$ cat src/rtl/fly_wave_if.sv
// Handshake bundle between game control / fly datapath and the wave scheduler.
// master = game control and datapath side, slave = scheduler.
interface fly_wave_if #(
    parameter int FLY_COUNT = 4
);
    logic                 start;
    logic [FLY_COUNT-1:0] fly_alive;
    logic [FLY_COUNT-1:0] fly_hit;
    logic [FLY_COUNT-1:0] fly_escaped;
    logic                 spawn_valid;
    logic [2:0]           spawn_idx;
    logic [9:0]           spawn_x;
    logic [2:0]           speed_level;
    logic [3:0]           wave_num;
    logic [2:0]           lives;
    logic [15:0]          kill_count;
    logic                 wave_active;
    logic                 game_over;

    modport master (
        output start, fly_alive, fly_hit, fly_escaped,
        input  spawn_valid, spawn_idx, spawn_x, speed_level, wave_num,
               lives, kill_count, wave_active, game_over
    );

    modport slave (
        input  start, fly_alive, fly_hit, fly_escaped,
        output spawn_valid, spawn_idx, spawn_x, speed_level, wave_num,
               lives, kill_count, wave_active, game_over
    );
endinterface

$ cat src/rtl/fly_wave_scheduler.sv
// Wave sequencer for the fly enemies: paced spawn commands, per-wave speed,
// kill/escape bookkeeping, lives and game-over control.
module fly_wave_scheduler #(
    parameter int FLY_COUNT = 4,
    parameter int TICK_DIV  = 250000,
    parameter int SPAWN_GAP = 20,
    parameter int INTER_GAP = 200,
    parameter int LIVES     = 3,
    parameter int BASE_X    = 100,
    parameter int SLOT_DX   = 40
) (
    input  logic     clk25,
    input  logic     rst_n,
    fly_wave_if.slave bus
);

    localparam int PRE_W   = $clog2(TICK_DIV + 1);
    localparam int GAP_MAX = (SPAWN_GAP > INTER_GAP) ? SPAWN_GAP : INTER_GAP;
    localparam int GAP_W   = $clog2(GAP_MAX + 1);

    localparam logic [PRE_W-1:0] PRE_LAST     = PRE_W'(TICK_DIV - 1);
    localparam logic [GAP_W-1:0] SPAWN_RELOAD = GAP_W'(SPAWN_GAP - 1);
    localparam logic [GAP_W-1:0] INTER_RELOAD = GAP_W'(INTER_GAP - 1);
    localparam logic [2:0]       LAST_SLOT    = 3'(FLY_COUNT - 1);
    localparam logic [2:0]       LIVES_INIT   = 3'(LIVES);

    typedef enum logic [2:0] {
        ST_IDLE   = 3'd0,
        ST_SPAWN  = 3'd1,
        ST_ACTIVE = 3'd2,
        ST_INTER  = 3'd3,
        ST_OVER   = 3'd4
    } state_t;

    state_t             state_q,       state_d;
    logic [PRE_W-1:0]   presc_q,       presc_d;
    logic [GAP_W-1:0]   gap_q,         gap_d;
    logic [2:0]         ptr_q,         ptr_d;
    logic               spawn_valid_q, spawn_valid_d;
    logic [2:0]         spawn_idx_q,   spawn_idx_d;
    logic [9:0]         spawn_x_q,     spawn_x_d;
    logic [2:0]         speed_q,       speed_d;
    logic [3:0]         wave_q,        wave_d;
    logic [2:0]         lives_q,       lives_d;
    logic [15:0]        kill_q,        kill_d;
    logic               wave_active_q, wave_active_d;
    logic               game_over_q,   game_over_d;

    logic               tick_s;
    logic [3:0]         kills_s;
    logic [3:0]         escs_s;
    logic [16:0]        kill_sum_s;
    logic [15:0]        kill_sat_s;
    logic [2:0]         lives_dec_s;
    logic               lose_s;
    logic [9:0]         slot_x_s;

    function automatic logic [3:0] popcount(input logic [FLY_COUNT-1:0] v);
        logic [3:0] n;
        n = 4'd0;
        for (int i = 0; i < FLY_COUNT; i++) begin
            n = n + {3'd0, v[i]};
        end
        return n;
    endfunction

    // Event arithmetic shared by SPAWN and ACTIVE; a hit masks an escape on the same slot.
    always_comb begin
        tick_s     = (presc_q == PRE_LAST);
        kills_s    = popcount(bus.fly_hit);
        escs_s     = popcount(bus.fly_escaped & ~bus.fly_hit);
        kill_sum_s = {1'b0, kill_q} + {13'd0, kills_s};
        kill_sat_s = kill_sum_s[16] ? 16'hFFFF : kill_sum_s[15:0];
        if (escs_s >= {1'b0, lives_q}) begin
            lives_dec_s = 3'd0;
        end else begin
            lives_dec_s = lives_q - escs_s[2:0];
        end
        lose_s   = (escs_s != 4'd0) && (lives_dec_s == 3'd0);
        slot_x_s = 10'(BASE_X) + 10'(ptr_q) * 10'(SLOT_DX)
                 + {4'd0, wave_q[1:0], 4'b0000};
    end

    // Next-state and next-output computation for the wave FSM.
    always_comb begin
        state_d       = state_q;
        presc_d       = tick_s ? {PRE_W{1'b0}} : presc_q + {{(PRE_W-1){1'b0}}, 1'b1};
        gap_d         = gap_q;
        ptr_d         = ptr_q;
        spawn_valid_d = 1'b0;
        spawn_idx_d   = spawn_idx_q;
        spawn_x_d     = spawn_x_q;
        speed_d       = speed_q;
        wave_d        = wave_q;
        lives_d       = lives_q;
        kill_d        = kill_q;

        case (state_q)
            ST_IDLE, ST_OVER: begin
                if (bus.start) begin
                    state_d = ST_SPAWN;
                    wave_d  = 4'd0;
                    speed_d = 3'd0;
                    lives_d = LIVES_INIT;
                    kill_d  = 16'd0;
                    ptr_d   = 3'd0;
                    gap_d   = {GAP_W{1'b0}};
                end else begin
                    state_d = state_q;
                end
            end
            ST_SPAWN: begin
                kill_d  = kill_sat_s;
                lives_d = lives_dec_s;
                if (lose_s) begin
                    state_d = ST_OVER;
                end else if (tick_s && (gap_q == {GAP_W{1'b0}})) begin
                    spawn_valid_d = 1'b1;
                    spawn_idx_d   = ptr_q;
                    spawn_x_d     = slot_x_s;
                    gap_d         = SPAWN_RELOAD;
                    if (ptr_q == LAST_SLOT) begin
                        state_d = ST_ACTIVE;
                    end else begin
                        ptr_d = ptr_q + 3'd1;
                    end
                end else if (tick_s) begin
                    gap_d = gap_q - {{(GAP_W-1){1'b0}}, 1'b1};
                end else begin
                    gap_d = gap_q;
                end
            end
            ST_ACTIVE: begin
                kill_d  = kill_sat_s;
                lives_d = lives_dec_s;
                // The spawn issued on the entry edge is still in flight until the datapath sees it.
                if (lose_s) begin
                    state_d = ST_OVER;
                end else if ((bus.fly_alive == {FLY_COUNT{1'b0}}) && !spawn_valid_q) begin
                    state_d = ST_INTER;
                    gap_d   = INTER_RELOAD;
                end else begin
                    state_d = state_q;
                end
            end
            ST_INTER: begin
                if (tick_s && (gap_q == {GAP_W{1'b0}})) begin
                    wave_d  = (wave_q == 4'd15) ? 4'd15 : wave_q + 4'd1;
                    speed_d = (wave_d > 4'd7) ? 3'd7 : wave_d[2:0];
                    ptr_d   = 3'd0;
                    gap_d   = {GAP_W{1'b0}};
                    state_d = ST_SPAWN;
                end else if (tick_s) begin
                    gap_d = gap_q - {{(GAP_W-1){1'b0}}, 1'b1};
                end else begin
                    gap_d = gap_q;
                end
            end
            default: begin
                state_d = ST_IDLE;
            end
        endcase

        wave_active_d = (state_d == ST_SPAWN) || (state_d == ST_ACTIVE);
        game_over_d   = (state_d == ST_OVER);
    end

    // State and output registers.
    always_ff @(posedge clk25 or negedge rst_n) begin
        if (!rst_n) begin
            state_q       <= ST_IDLE;
            presc_q       <= {PRE_W{1'b0}};
            gap_q         <= {GAP_W{1'b0}};
            ptr_q         <= 3'd0;
            spawn_valid_q <= 1'b0;
            spawn_idx_q   <= 3'd0;
            spawn_x_q     <= 10'd0;
            speed_q       <= 3'd0;
            wave_q        <= 4'd0;
            lives_q       <= LIVES_INIT;
            kill_q        <= 16'd0;
            wave_active_q <= 1'b0;
            game_over_q   <= 1'b0;
        end else begin
            state_q       <= state_d;
            presc_q       <= presc_d;
            gap_q         <= gap_d;
            ptr_q         <= ptr_d;
            spawn_valid_q <= spawn_valid_d;
            spawn_idx_q   <= spawn_idx_d;
            spawn_x_q     <= spawn_x_d;
            speed_q       <= speed_d;
            wave_q        <= wave_d;
            lives_q       <= lives_d;
            kill_q        <= kill_d;
            wave_active_q <= wave_active_d;
            game_over_q   <= game_over_d;
        end
    end

    assign bus.spawn_valid = spawn_valid_q;
    assign bus.spawn_idx   = spawn_idx_q;
    assign bus.spawn_x     = spawn_x_q;
    assign bus.speed_level = speed_q;
    assign bus.wave_num    = wave_q;
    assign bus.lives       = lives_q;
    assign bus.kill_count  = kill_q;
    assign bus.wave_active = wave_active_q;
    assign bus.game_over   = game_over_q;

endmodule

$ cat src/flat_wrapper.sv
// flat-port wrapper written by rule: the top's interface ports become plain ports
module fly_wave_scheduler_flat 
#(
    parameter int FLY_COUNT = 4,
    parameter int TICK_DIV  = 250000,
    parameter int SPAWN_GAP = 20,
    parameter int INTER_GAP = 200,
    parameter int LIVES     = 3,
    parameter int BASE_X    = 100,
    parameter int SLOT_DX   = 40
)
  (clk25, rst_n, bus_start, bus_fly_alive, bus_fly_hit, bus_fly_escaped, bus_spawn_valid, bus_spawn_idx, bus_spawn_x, bus_speed_level, bus_wave_num, bus_lives, bus_kill_count, bus_wave_active, bus_game_over);
  fly_wave_if #(.FLY_COUNT(FLY_COUNT)) bus_i ();
  input  logic clk25;
  input  logic rst_n;
  input wire logic [$bits(bus_i.start)-1:0] bus_start;
  input wire logic [$bits(bus_i.fly_alive)-1:0] bus_fly_alive;
  input wire logic [$bits(bus_i.fly_hit)-1:0] bus_fly_hit;
  input wire logic [$bits(bus_i.fly_escaped)-1:0] bus_fly_escaped;
  output wire logic [$bits(bus_i.spawn_valid)-1:0] bus_spawn_valid;
  output wire logic [$bits(bus_i.spawn_idx)-1:0] bus_spawn_idx;
  output wire logic [$bits(bus_i.spawn_x)-1:0] bus_spawn_x;
  output wire logic [$bits(bus_i.speed_level)-1:0] bus_speed_level;
  output wire logic [$bits(bus_i.wave_num)-1:0] bus_wave_num;
  output wire logic [$bits(bus_i.lives)-1:0] bus_lives;
  output wire logic [$bits(bus_i.kill_count)-1:0] bus_kill_count;
  output wire logic [$bits(bus_i.wave_active)-1:0] bus_wave_active;
  output wire logic [$bits(bus_i.game_over)-1:0] bus_game_over;
  assign bus_i.start = bus_start;
  assign bus_i.fly_alive = bus_fly_alive;
  assign bus_i.fly_hit = bus_fly_hit;
  assign bus_i.fly_escaped = bus_fly_escaped;
  assign bus_spawn_valid = bus_i.spawn_valid;
  assign bus_spawn_idx = bus_i.spawn_idx;
  assign bus_spawn_x = bus_i.spawn_x;
  assign bus_speed_level = bus_i.speed_level;
  assign bus_wave_num = bus_i.wave_num;
  assign bus_lives = bus_i.lives;
  assign bus_kill_count = bus_i.kill_count;
  assign bus_wave_active = bus_i.wave_active;
  assign bus_game_over = bus_i.game_over;
  fly_wave_scheduler #(.FLY_COUNT(FLY_COUNT), .TICK_DIV(TICK_DIV), .SPAWN_GAP(SPAWN_GAP), .INTER_GAP(INTER_GAP), .LIVES(LIVES), .BASE_X(BASE_X), .SLOT_DX(SLOT_DX)) u_core (.clk25(clk25), .rst_n(rst_n), .bus(bus_i));
endmodule
$ cat config.mk
export PLATFORM = sky130hd
export DESIGN_NAME = fly_wave_scheduler_flat
export DESIGN_NICKNAME = d
export VERILOG_FILES = /design/src/rtl/fly_wave_if.sv /design/src/rtl/fly_wave_scheduler.sv /design/src/flat_wrapper.sv
export SDC_FILE = /design/constraint.sdc
export NUM_CORES = 1
export LEC_CHECK = 0
export BUFFER_PORTS_ARGS = -buffer_cell sky130_fd_sc_hd__buf_2
export CAP_MARGIN = 20
export CELL_PAD_IN_SITES_DETAIL_PLACEMENT = 1
export CELL_PAD_IN_SITES_GLOBAL_PLACEMENT = 1
export CORE_UTILIZATION = 48
export CTS_CLUSTER_SIZE = 30
export DETAILED_ROUTE_END_ITERATION = 6
export MAX_ROUTING_LAYER = met4
export PLACE_DENSITY_LB_ADDON = 0.1
export SLEW_MARGIN = 30
export SYNTH_ARGS = -nofsm -noshare
export SYNTH_HDL_FRONTEND = slang
export SYNTH_SLANG_ARGS = --single-unit
$ cat constraint.sdc
create_clock -name clk25 -period 7.1 [get_ports clk25]
set_input_delay 0.71 -clock clk25 [delete_from_list [all_inputs] [get_ports clk25]]
set_output_delay 0.71 -clock clk25 [all_outputs]
set_load 0.05 [all_outputs]
# --- Yosys cells after proc, flatten, opt, wreduce, memory -nomap -nowiden ---
# Cells that the tools add are included.
word_totals:
  regBits: 74
  input_bits: 15
  output_inout_bits: 42
  word_cells: 110
op_classes:
  addsub: 14
  mul: 1
  n_lt_le_gt_ge: 2
  eq_ne: 17
  muxes: 39
  bitwise_logic: 3
  reduce_logical: 21
op_table:
  columns: ["operator", "n"]
  rows:
  - ["$mux 8", 7]
  - ["$mux 3", 16]
  - ["$mux 16", 2]
  - ["$pmux 16 s2", 1]
  - ["$pmux 8 s4", 1]
  - ["$add 18x1->18 const B", 1]
  - ["$eq 18x18->1 const B", 1]
  - ["$mux 18", 1]
  - ["$add 16x4->17", 1]
  - ["$add 4x1->4", 4]
  - ["$eq 3x2->1 const B", 4]
  - ["$mux 4", 3]
  - ["$pmux 3 s2", 2]
  - ["$pmux 3 s4", 1]
  - ["$add 10x6->10", 1]
  - ["$add 7x9->10 const A", 1]
  - ["$pmux 3 s3", 1]
  - ["$logic_not 8->1", 1]
  - ["$ne 2x2->1 const B", 4]
  - ["$pmux 4 s2", 1]
  - ["$reduce_bool 4->1", 2]
  - ["$sub 8x1->8 const B", 1]
  - ["$eq 3x1->1 const B", 2]
  - ["$eq 3x3->1 const B", 2]
  - ["other kinds (25)", 36]

# --- Depth between registers and ports, before layout ---
# Gate-level depths: netlist of the first run.
logic_depth:
  depth_word: 13
  mapped_depth: 14
  depth_no_buf: 13

# --- Worst setup path after synthesis of the first run ---
# Ideal clock, no wire load.
synth_timing:
  path_type: "input -> register"
  from: "input port bus_fly_escaped[0]"
  to: "register u_core.ptr_q[0]"
  setup_ps: 128
  arrival_ps: 3549
  t_required_ps: 6972
  setup_slack_ps: 3424
  cell_stages: 11
  n_path_buf: 0
  cell_sequence: "nor2b_1 -> ha_1 -> fa_1 -> ha_1 -> fa_1 -> xor2_1 -> nand3_1 -> a21oi_1 -> o21bai_1 -> a31oi_2 -> mux2_1"
synth_via:
  elab_chain_cells: 10
  word_cells_on_any_way: 12
  cone_classes: "4 x add/sub; 1 x order compare; 1 x eq/ne; 1 x mux; 1 x bitwise; 4 x reduce/logical"
synth_rtl:
  columns: ["item", "line", "text"]
  rows:
  - ["start, declared", "flat_wrapper.sv:19", "input wire logic [$bits(bus_i.fly_escaped)-1:0] bus_fly_escaped;"]
  - ["$and 4x4->4 (*)", "fly_wave_scheduler.sv:71", "escs_s = popcount(bus.fly_escaped & ~bus.fly_hit);"]
  - ["$add 1x1->2 (*)", "fly_wave_scheduler.sv:62", "n = n + {3'd0, v[i]};"]
  - ["$add 4x1->4 (*) (2 in a row)", "fly_wave_scheduler.sv:62", null]
  - ["$ge 4x3->1 or $sub 3x3->3 (tied branches)", "fly_wave_scheduler.sv:74, fly_wave_scheduler.sv:77", null]
  - ["$mux 3", "fly_wave_scheduler.sv:74", "if (escs_s >= {1'b0, lives_q}) begin"]
  - ["$logic_not 3->1", "fly_wave_scheduler.sv:79", "lose_s = (escs_s != 4'd0) && (lives_dec_s == 3'd0);"]
  - ["$logic_and 1x1->1 (*)", "fly_wave_scheduler.sv:79", null]
  - ["$ne 2x2->1 (no source line) (*)", null, null]
  - ["$reduce_and 6->1 (no source line) (*)", null, null]
  - ["end signal, assigned", "fly_wave_scheduler.sv:188", "ptr_q <= ptr_d;"]
  - ["end, declared", "fly_wave_scheduler.sv:38", "logic [2:0] ptr_q, ptr_d;"]
# Every way passes the cells marked *; elsewhere a longest branch is shown, timed or not.
# A chain may end at the register's enable or synchronous reset.

# --- Final worst setup path of the first run ---
# Same ends and word-level chain as after synthesis.

==> impl_metrics.sql, run 1 <==
INSERT INTO impl_metrics (metric_group, metric, value, unit) VALUES
('placed_design', 'estimated_wirelength_of_the_detail_placed_design', '7510', 'um'),
('cells_and_area', 'most-common-layout-cells', 'dfrtp_1, buf_2, nand2_1, nor2_1, nand3_1', ''),
('floorplanning', 'chip_width', '95.1', 'um'),
('cells_and_area', 'insertedDiodeCount', '0', ''),
('cts', 'cts-hold-fix-buffers', '0', ''),
('pwr', 'power.leakage', '0.00231', 'uW'),
('floorplanning', 'core_region_area', '0.00830', 'mm2'),
('drt', 'route.detailed.drc', '0', ''),
('floorplanning', 'die-area', '0.00904', 'mm2'),
('global_routing', 'grt_use_total', '25.4', '%'),
('outcome', 'status', 'finished, final reports clean', ''),
('setup_path', 'rr_startpoint', 'u_core.bus.lives[0]', ''),
('sta', 'fin_setup_tns', '0', 'ps'),
('pwr', 'p_per_area', '288', 'mW/mm2'),
('drt', 'postRouteAntennaNets', '0', ''),
('placed_design', 'port_buffers', '54', ''),
('global_routing', 'grt_antenna_before_repair', '0', ''),
('cells_and_area', 'final_common_cell', 'dfrtp_1', ''),
('drt', 'detail_route.vias_per_cell', '5.90', ''),
('global_routing', 'largest_net_degree_at_the_start_of_global_routing', '72', ''),
('sta', 'fin_crit_sh', '55.9', '%'),
('synth', 'synth_ff_type', 'dfrtp_1', ''),
('sta', 'worst_clock_skew', '15.1', 'ps'),
('floorplanning', 'boundaryPins', '57', ''),
('synth', 'post_synth_num_cell_types', '62', ''),
('setup_path', 'worstRegToRegCells', '9', ''),
('synth', 'gate_count_post_synth', '430', ''),
('drt', 'drt-wirelength-per-cell', '17.6', 'um'),
('drt', 'postRouteWirelength', '10400', 'um'),
('setup_path', 'critical_path.endpoint_type', 'flop', ''),
('floorplanning', 'std_cell_rows', '33', ''),
('run', 'max-cap-violations', '0', ''),
('sta', 'drv_slew', '0', ''),
('cts', 'cts_made_buffers', '9', ''),
('drt', 'drt_first_pass_iters', '4', ''),
('synth', 'seq_area_frac_synth', '42.8', '%'),
('drt', 'num_vias', '3492', ''),
('sta', 'setup_repair_after_global_routing_missed_its_margin', 'false', ''),
('cts', 'tritoncts_sinks', '71', ''),
('synth', 'synth_seq_cells', '71', ''),
('floorplanning', 'initial_utilization', '50.1', '%'),
('setup_path', 'ff2ff_setup_slack', '3980', 'ps'),
('cts', 'register_clock_pin_slew_on_the_reported_worst_setup_and_hold_paths', '80', 'ps'),
('cells_and_area', 'flow.area_growth_from_synthesis', '13.5', '%'),
('cts', 'cts.root.buffer_cell', 'clkbuf_8', ''),
('placed_design', 'finalWeightedCongestion', '0.781', ''),
('floorplanning', 'die-height', '95.1', 'um'),
('setup_path', 'worst-endpoint-required', '7310', 'ps'),
('sta', 'fmax', '252', 'MHz'),
('sta', 'max_slew.worst_pin.slew', '877', 'ps'),
('synth', 'synth.cell_area', '0.00416', 'mm2'),
('global_routing', 'first_global_vias', '3526', ''),
('setup_path', 'critical_path_arrival', '4180', 'ps'),
('synth', 'synth-async-reset-ratio', '100', '%'),
('pwr', 'ir_worst_vdd', '0.124', 'mV'),
('sta', 'timing.slew.headroom', '41.6', '%'),
('setup_path', 'path_class', 'input pin to flop', ''),
('global_routing', 'grt_overflow_total', '0', ''),
('global_routing', 'grt_first_pass_wirelength', '17200', 'um'),
('setup_path', 'worstSetupStartpointType', 'input pin', ''),
('cts', 'post_cts_resize_count', '0', ''),
('cells_and_area', 'layout_cell_share_with_drive_strength_beyond_1', '18.5', '%'),
('sta', 'setup-violations-final', '0', ''),
('cts', 'cts_tree', 'yes', ''),
('cells_and_area', 'layout.core_utilization', '56.9', '%'),
('setup_path', 'timing.rr.end', 'u_core.ptr_q[0]', ''),
('synth', 'synth_edf_count', '0', ''),
('cts', 'maximum_root_to_sink_buffer_count', '2', ''),
('cts', 'cts_setup_buffers', '0', ''),
('drt', 'dr.first_iter.drc_count', '136', ''),
('hold_path', 'min_path_type', 'input pin to async pin', ''),
('synth', 'synth.yosys.warnings', '0', ''),
('cts', 'clock_tree.htree_level_count', '3', ''),
('setup_path', 'critical_path_peak_fanout', '6', ''),
('synth', 'syn-mean-instance-area', '9.67', 'um2'),
('sta', 'period_needed', '3970', 'ps'),
('cells_and_area', 'finish.net_count', '527', ''),
('sta', 'report.final.hold_viol_count', '0', ''),
('cts', 'clk-insertion-delay-late', '350', 'ps');
## registers in the layout, indices dropped and copies added, names as in the netlist
| name | flops |
|---|---|
| u_core.bus.game_over | 1 |
| u_core.bus.kill_count | 16 |
| u_core.bus.lives | 3 |
| u_core.bus.spawn_idx | 2 |
| u_core.bus.spawn_valid | 1 |
| u_core.bus.spawn_x | 8 |
| u_core.bus.speed_level | 3 |
| u_core.bus.wave_active | 1 |
| u_core.bus.wave_num | 4 |
| u_core.gap_q | 8 |
| u_core.presc_q | 18 |
| u_core.ptr_q | 3 |
| u_core.state_q | 3 |
## routing by layer
metal  GRT usage [%]  part of all wire (%)  wire length (um)
met1            31.4                    45              4660
met3            4.15                   3.0               311
met2            41.7                    51              5280
met5               -                     0                 0
met4            9.47                   1.8               193
## stage by stage
stage               cell area (um2)  worst slack (ps)  instances  power [uW]  hold WS [ps]
floorplan                      4160              3420        431         863           414
global placement               4510              3150        577         974           448
detailed placement             4510              2930        577        1000           449
CTS                            4720              3160        592        1370           471
global route                   4720              3010        592        1440           479
finish                         4720              3130        592        1360           458
## worst max-delay path by stage
stage                  startpoint               to  slack (ps)
6_report       bus_fly_escaped[0]  u_core.ptr_q[0]        3130
5_1_grt        bus_fly_escaped[0]  u_core.ptr_q[0]        3010
4_1_cts        bus_fly_escaped[0]  u_core.ptr_q[0]        3160
3_5_place_dp   bus_fly_escaped[0]  u_core.ptr_q[0]        2930
3_3_place_gp   bus_fly_escaped[0]  u_core.ptr_q[0]        3150
2_1_floorplan  bus_fly_escaped[0]  u_core.ptr_q[0]        3420
## kinds of logic after synthesis
family                   count (synthesis)  share of synthesized area, %
AND/OR/NAND/NOR                        174                          23.1
AO/OA/AOI/OAI                           88                          13.7
flip-flops                              71                          42.8
buffers and inverters                   37                          3.79
adder cells (fa/ha/maj)                 29                          9.62
XOR/XNOR                                21                          4.60
multiplexers                             9                          2.35
other                                    1                        0.0901
## cell usage after synthesis (8+ instances only)
cell,count,share of area [%]
nand3_1,29,3.5
dfrtp_1,69,42
xor2_1,10,2.1
a31oi_1,8,1.2
inv_1,22,2.0
ha_1,24,7.2
o21ai_0,20,2.4
xnor2_1,10,2.1
nand2_1,37,3.3
and3_1,11,1.7
nor2_1,35,3.2
nor3_1,18,2.2
a21oi_1,21,2.5
## where the power goes
group          switching, uW  leakage (uW)  internal, uW
logic                    363       0.00124           161
registers               36.2      0.000957           443
clock network            153      0.000109           205
total                    552       0.00231           809
## cell type report
| cell class | instances | area, um2 |
|---|---|---|
| Clock buffer | 11 | 141 |
| Clock inverter | 4 | 70.1 |
| Fill cell | 990 | 3580 |
| Inverter | 22 | 82.6 |
| Multi-Input combinational cell | 323 | 2230 |
| Sequential cell | 71 | 1780 |
| Tap cell | 105 | 131 |
| Timing Repair Buffer | 56 | 289 |
## worst max-delay path: stages
cell      delay (ps)
buf_2            100
nor2b_1          120
ha_1             310
fa_1             410
ha_1             360
fa_1             450
xor2_1           240
nand3_1          200
a21oi_1          450
o21bai_1         130
a31oi_2          310
mux2_1           370
(Power assumes the default switching activity.)
==> run 2: changes to the inputs <==
--- a/config.mk
+++ b/config.mk
@@ -9,7 +9,7 @@
 export CAP_MARGIN = 20
 export CELL_PAD_IN_SITES_DETAIL_PLACEMENT = 1
 export CELL_PAD_IN_SITES_GLOBAL_PLACEMENT = 1
-export CORE_UTILIZATION = 48
+export CORE_UTILIZATION = 45
 export CTS_CLUSTER_SIZE = 30
 export DETAILED_ROUTE_END_ITERATION = 6
 export MAX_ROUTING_LAYER = met4
==> constraint.sdc (replaced) <==
create_clock -name clk25 -period 4.1 [get_ports clk25]
set_input_delay 0.41 -clock clk25 [delete_from_list [all_inputs] [get_ports clk25]]
set_output_delay 0.41 -clock clk25 [all_outputs]
set_load 0.05 [all_outputs]
==> run 2 against run 1 <==
Net effect: the run now ends with design-rule violations left; clock skew is 3.7 ps lower; flip-flop and latch count unchanged; final area about the same; clock power is 60% higher; via count is 1.7% lower; die area up 6.5%; first-iteration DRC count increased by 65%; global-route usage down 1.6 points; critical path type unchanged.
==> impl_metrics.sql, run 2 (same netlist as run 1, synthesis figures left out) <==
INSERT INTO impl_metrics (metric_group, metric, value, unit) VALUES
('outcome', 'status', 'complete, but fails checks', ''),
('outcome', 'failing_checks', 'design-rule violations', ''),
('drt', 'num_vias', '3432', ''),
('hold_path', 'min_path_type', 'input pin to async pin', ''),
('cts', 'post_cts_resize_count', '0', ''),
('global_routing', 'grt_first_pass_wirelength', '17500', 'um'),
('setup_path', 'worstRegToRegCells', '9', ''),
('setup_path', 'critical_path_arrival', '3530', 'ps'),
('pwr', 'ir_worst_vdd', '0.227', 'mV'),
('sta', 'max_slew.worst_pin.slew', '761', 'ps'),
('cells_and_area', 'largest_register_ffs', '18', ''),
('setup_path', 'path_class', 'input pin to flop', ''),
('placed_design', 'port_buffers', '54', ''),
('global_routing', 'grt_use_total', '23.7', '%'),
('drt', 'route.detailed.drc', '3', ''),
('drt', 'postRouteAntennaNets', '0', ''),
('sta', 'fin_crit_sh', '79.4', '%'),
('global_routing', 'first_global_vias', '3565', ''),
('floorplanning', 'initial_utilization', '47.0', '%'),
('cells_and_area', 'finish.net_count', '529', ''),
('drt', 'dr.first_iter.drc_count', '224', ''),
('setup_path', 'worst-endpoint-required', '4370', 'ps'),
('sta', 'worst_clock_skew', '11.4', 'ps'),
('placed_design', 'post-place-cells', '582', ''),
('sta', 'fmax', '307', 'MHz'),
('setup_path', 'ff2ff_setup_slack', '1380', 'ps'),
('cells_and_area', 'flow.area_growth_from_synthesis', '13.6', '%'),
('cells_and_area', 'most-common-layout-cells', 'dfrtp_1, buf_2, nand2_1, nor2_1, nand3_1', ''),
('cts', 'cts-hold-fix-buffers', '0', ''),
('sta', 'setup-violations-final', '0', ''),
('cells_and_area', 'fillCellCount', '1073', ''),
('global_routing', 'largest_net_degree_at_the_start_of_global_routing', '40', ''),
('cells_and_area', 'regMostFlops', 'u_core.presc_q', ''),
('sta', 'timing.slew.headroom', '49.3', '%'),
('cts', 'maximum_root_to_sink_buffer_count', '2', ''),
('pwr', 'p_per_area', '486', 'mW/mm2'),
('cts', 'register_clock_pin_slew_on_the_reported_worst_setup_and_hold_paths', '80', 'ps'),
('floorplanning', 'std_cell_rows', '34', ''),
('cells_and_area', 'insertedDiodeCount', '0', ''),
('setup_path', 'rr_startpoint', 'u_core.bus.lives[0]', ''),
('cts', 'cts_setup_buffers', '0', ''),
('sta', 'report.final.hold_viol_count', '0', ''),
('cells_and_area', 'layout_cell_share_with_drive_strength_beyond_1', '19.2', '%'),
('pwr', 'power.total', '2290', 'uW'),
('setup_path', 'critical_path_peak_fanout', '8', ''),
('sta', 'fin_setup_tns', '0', 'ps'),
('floorplanning', 'core_region_area', '0.00885', 'mm2'),
('cts', 'tritoncts_sinks', '71', ''),
('cts', 'cts_tree', 'yes', ''),
('floorplanning', 'chip_width', '98.2', 'um'),
('cts', 'cts_made_buffers', '9', ''),
('drt', 'drt-wirelength-per-cell', '17.1', 'um'),
('floorplanning', 'die-area', '0.00963', 'mm2'),
('sta', 'pnr_worst_setup_slack', '844', 'ps'),
('drt', 'postRouteWirelength', '10200', 'um'),
('placed_design', 'detailedPlace.worstSlack', '490', 'ps'),
('global_routing', 'grt_antenna_before_repair', '0', ''),
('cts', 'cts.root.buffer_cell', 'clkbuf_8', ''),
('cts', 'clock_tree.htree_level_count', '3', ''),
('pwr', 'power.leakage', '0.00231', 'uW'),
('setup_path', 'worstSetupStartpointType', 'input pin', ''),
('floorplanning', 'die-height', '98.2', 'um'),
('global_routing', 'grt_overflow_total', '0', ''),
('drt', 'detail_route.vias_per_cell', '5.74', ''),
('sta', 'period_needed', '3260', 'ps'),
('cells_and_area', 'instances_no_fill', '598', ''),
('cells_and_area', 'final_common_cell', 'dfrtp_1', ''),
('placed_design', 'finalWeightedCongestion', '0.844', ''),
('sta', 'setup_repair_after_global_routing_missed_its_margin', 'false', ''),
('placed_design', 'estimated_wirelength_of_the_detail_placed_design', '7620', 'um'),
('drt', 'drt_first_pass_iters', '6', ''),
('cts', 'clk-insertion-delay-late', '360', 'ps'),
('floorplanning', 'boundaryPins', '57', ''),
('setup_path', 'timing.rr.end', 'u_core.gap_q[4]', ''),
('setup_path', 'critical_path.endpoint_type', 'flop', ''),
('run', 'max-cap-violations', '0', ''),
('sta', 'drv_slew', '0', '');
[run 2: cell count changes in the layout (fill, tap and decap cells not counted), sizes merged]
cell and delta:
clkbuf -2, clkinv +3, buf +2, bufinv -1, clkinvlp +1
[run 2: worst max path at each step]
| stage | cells past startpoint | start | slack, ps | to |
|---|---|---|---|---|
| 6_report | 12 | bus_fly_escaped[0] | 840 | u_core.gap_q[4] |
| 5_1_grt | 12 | bus_fly_escaped[0] | 600 | u_core.gap_q[0] |
| 4_1_cts | 12 | bus_fly_escaped[0] | 860 | u_core.gap_q[0] |
| 3_5_place_dp | 12 | bus_fly_escaped[0] | 490 | u_core.gap_q[0] |
| 3_3_place_gp | 12 | bus_fly_escaped[0] | 610 | u_core.ptr_q[2] |
| 2_1_floorplan | 11 | bus_fly_escaped[0] | 720 | u_core.ptr_q[0] |
[run 2: report_power, final]
group	leakage [uW]	switching, uW	internal (uW)
clock network	0.0000992	289	282
registers	0.000957	63.6	767
logic	0.00125	609	284
total	0.00231	961	1330
[run 2: cell type report]
type	count	area (um2)	area share (%)
clock inverters	7	73.8	1.56
well taps	108	135	2.86
clock buffers	9	124	2.62
multi-input cells	323	2230	47.1
inverters	22	82.6	1.75
flip-flops and latches	71	1780	37.7
repair buffers	58	303	6.41
[run 2: per-layer routing]
layer / vias to the layer above / routed length (um) / GRT usage (%)
met5: - / 0 / -
met4: 0 / 138 / 5.86
met3: 14 / 374 / 5.30
met2: 66 / 4860 / 37.5
met1: 1708 / 4830 / 31.1
li1: 1644 / - / -
[run 2: stage by stage]
step | area (um2) | util [%] | hold slack (ps)
6_report | 4720 | 53.4 | 20.4
5_1_grt | 4720 | 53.4 | 50.2
4_1_cts | 4720 | 53.4 | 230
3_5_place_dp | 4520 | 51.1 | 466
3_3_place_gp | 4520 | 51.1 | 448
2_1_floorplan | 4160 | - | 114
[run 2: critical path: stages]
cell      delay [ps]
buf_2             90
nor2b_1          120
ha_1             300
fa_1             400
ha_1             340
ha_1             210
a21o_1           180
a31oi_1          310
a211oi_2         210
a211oi_1         510
o21ai_0          220
a31oi_1          220
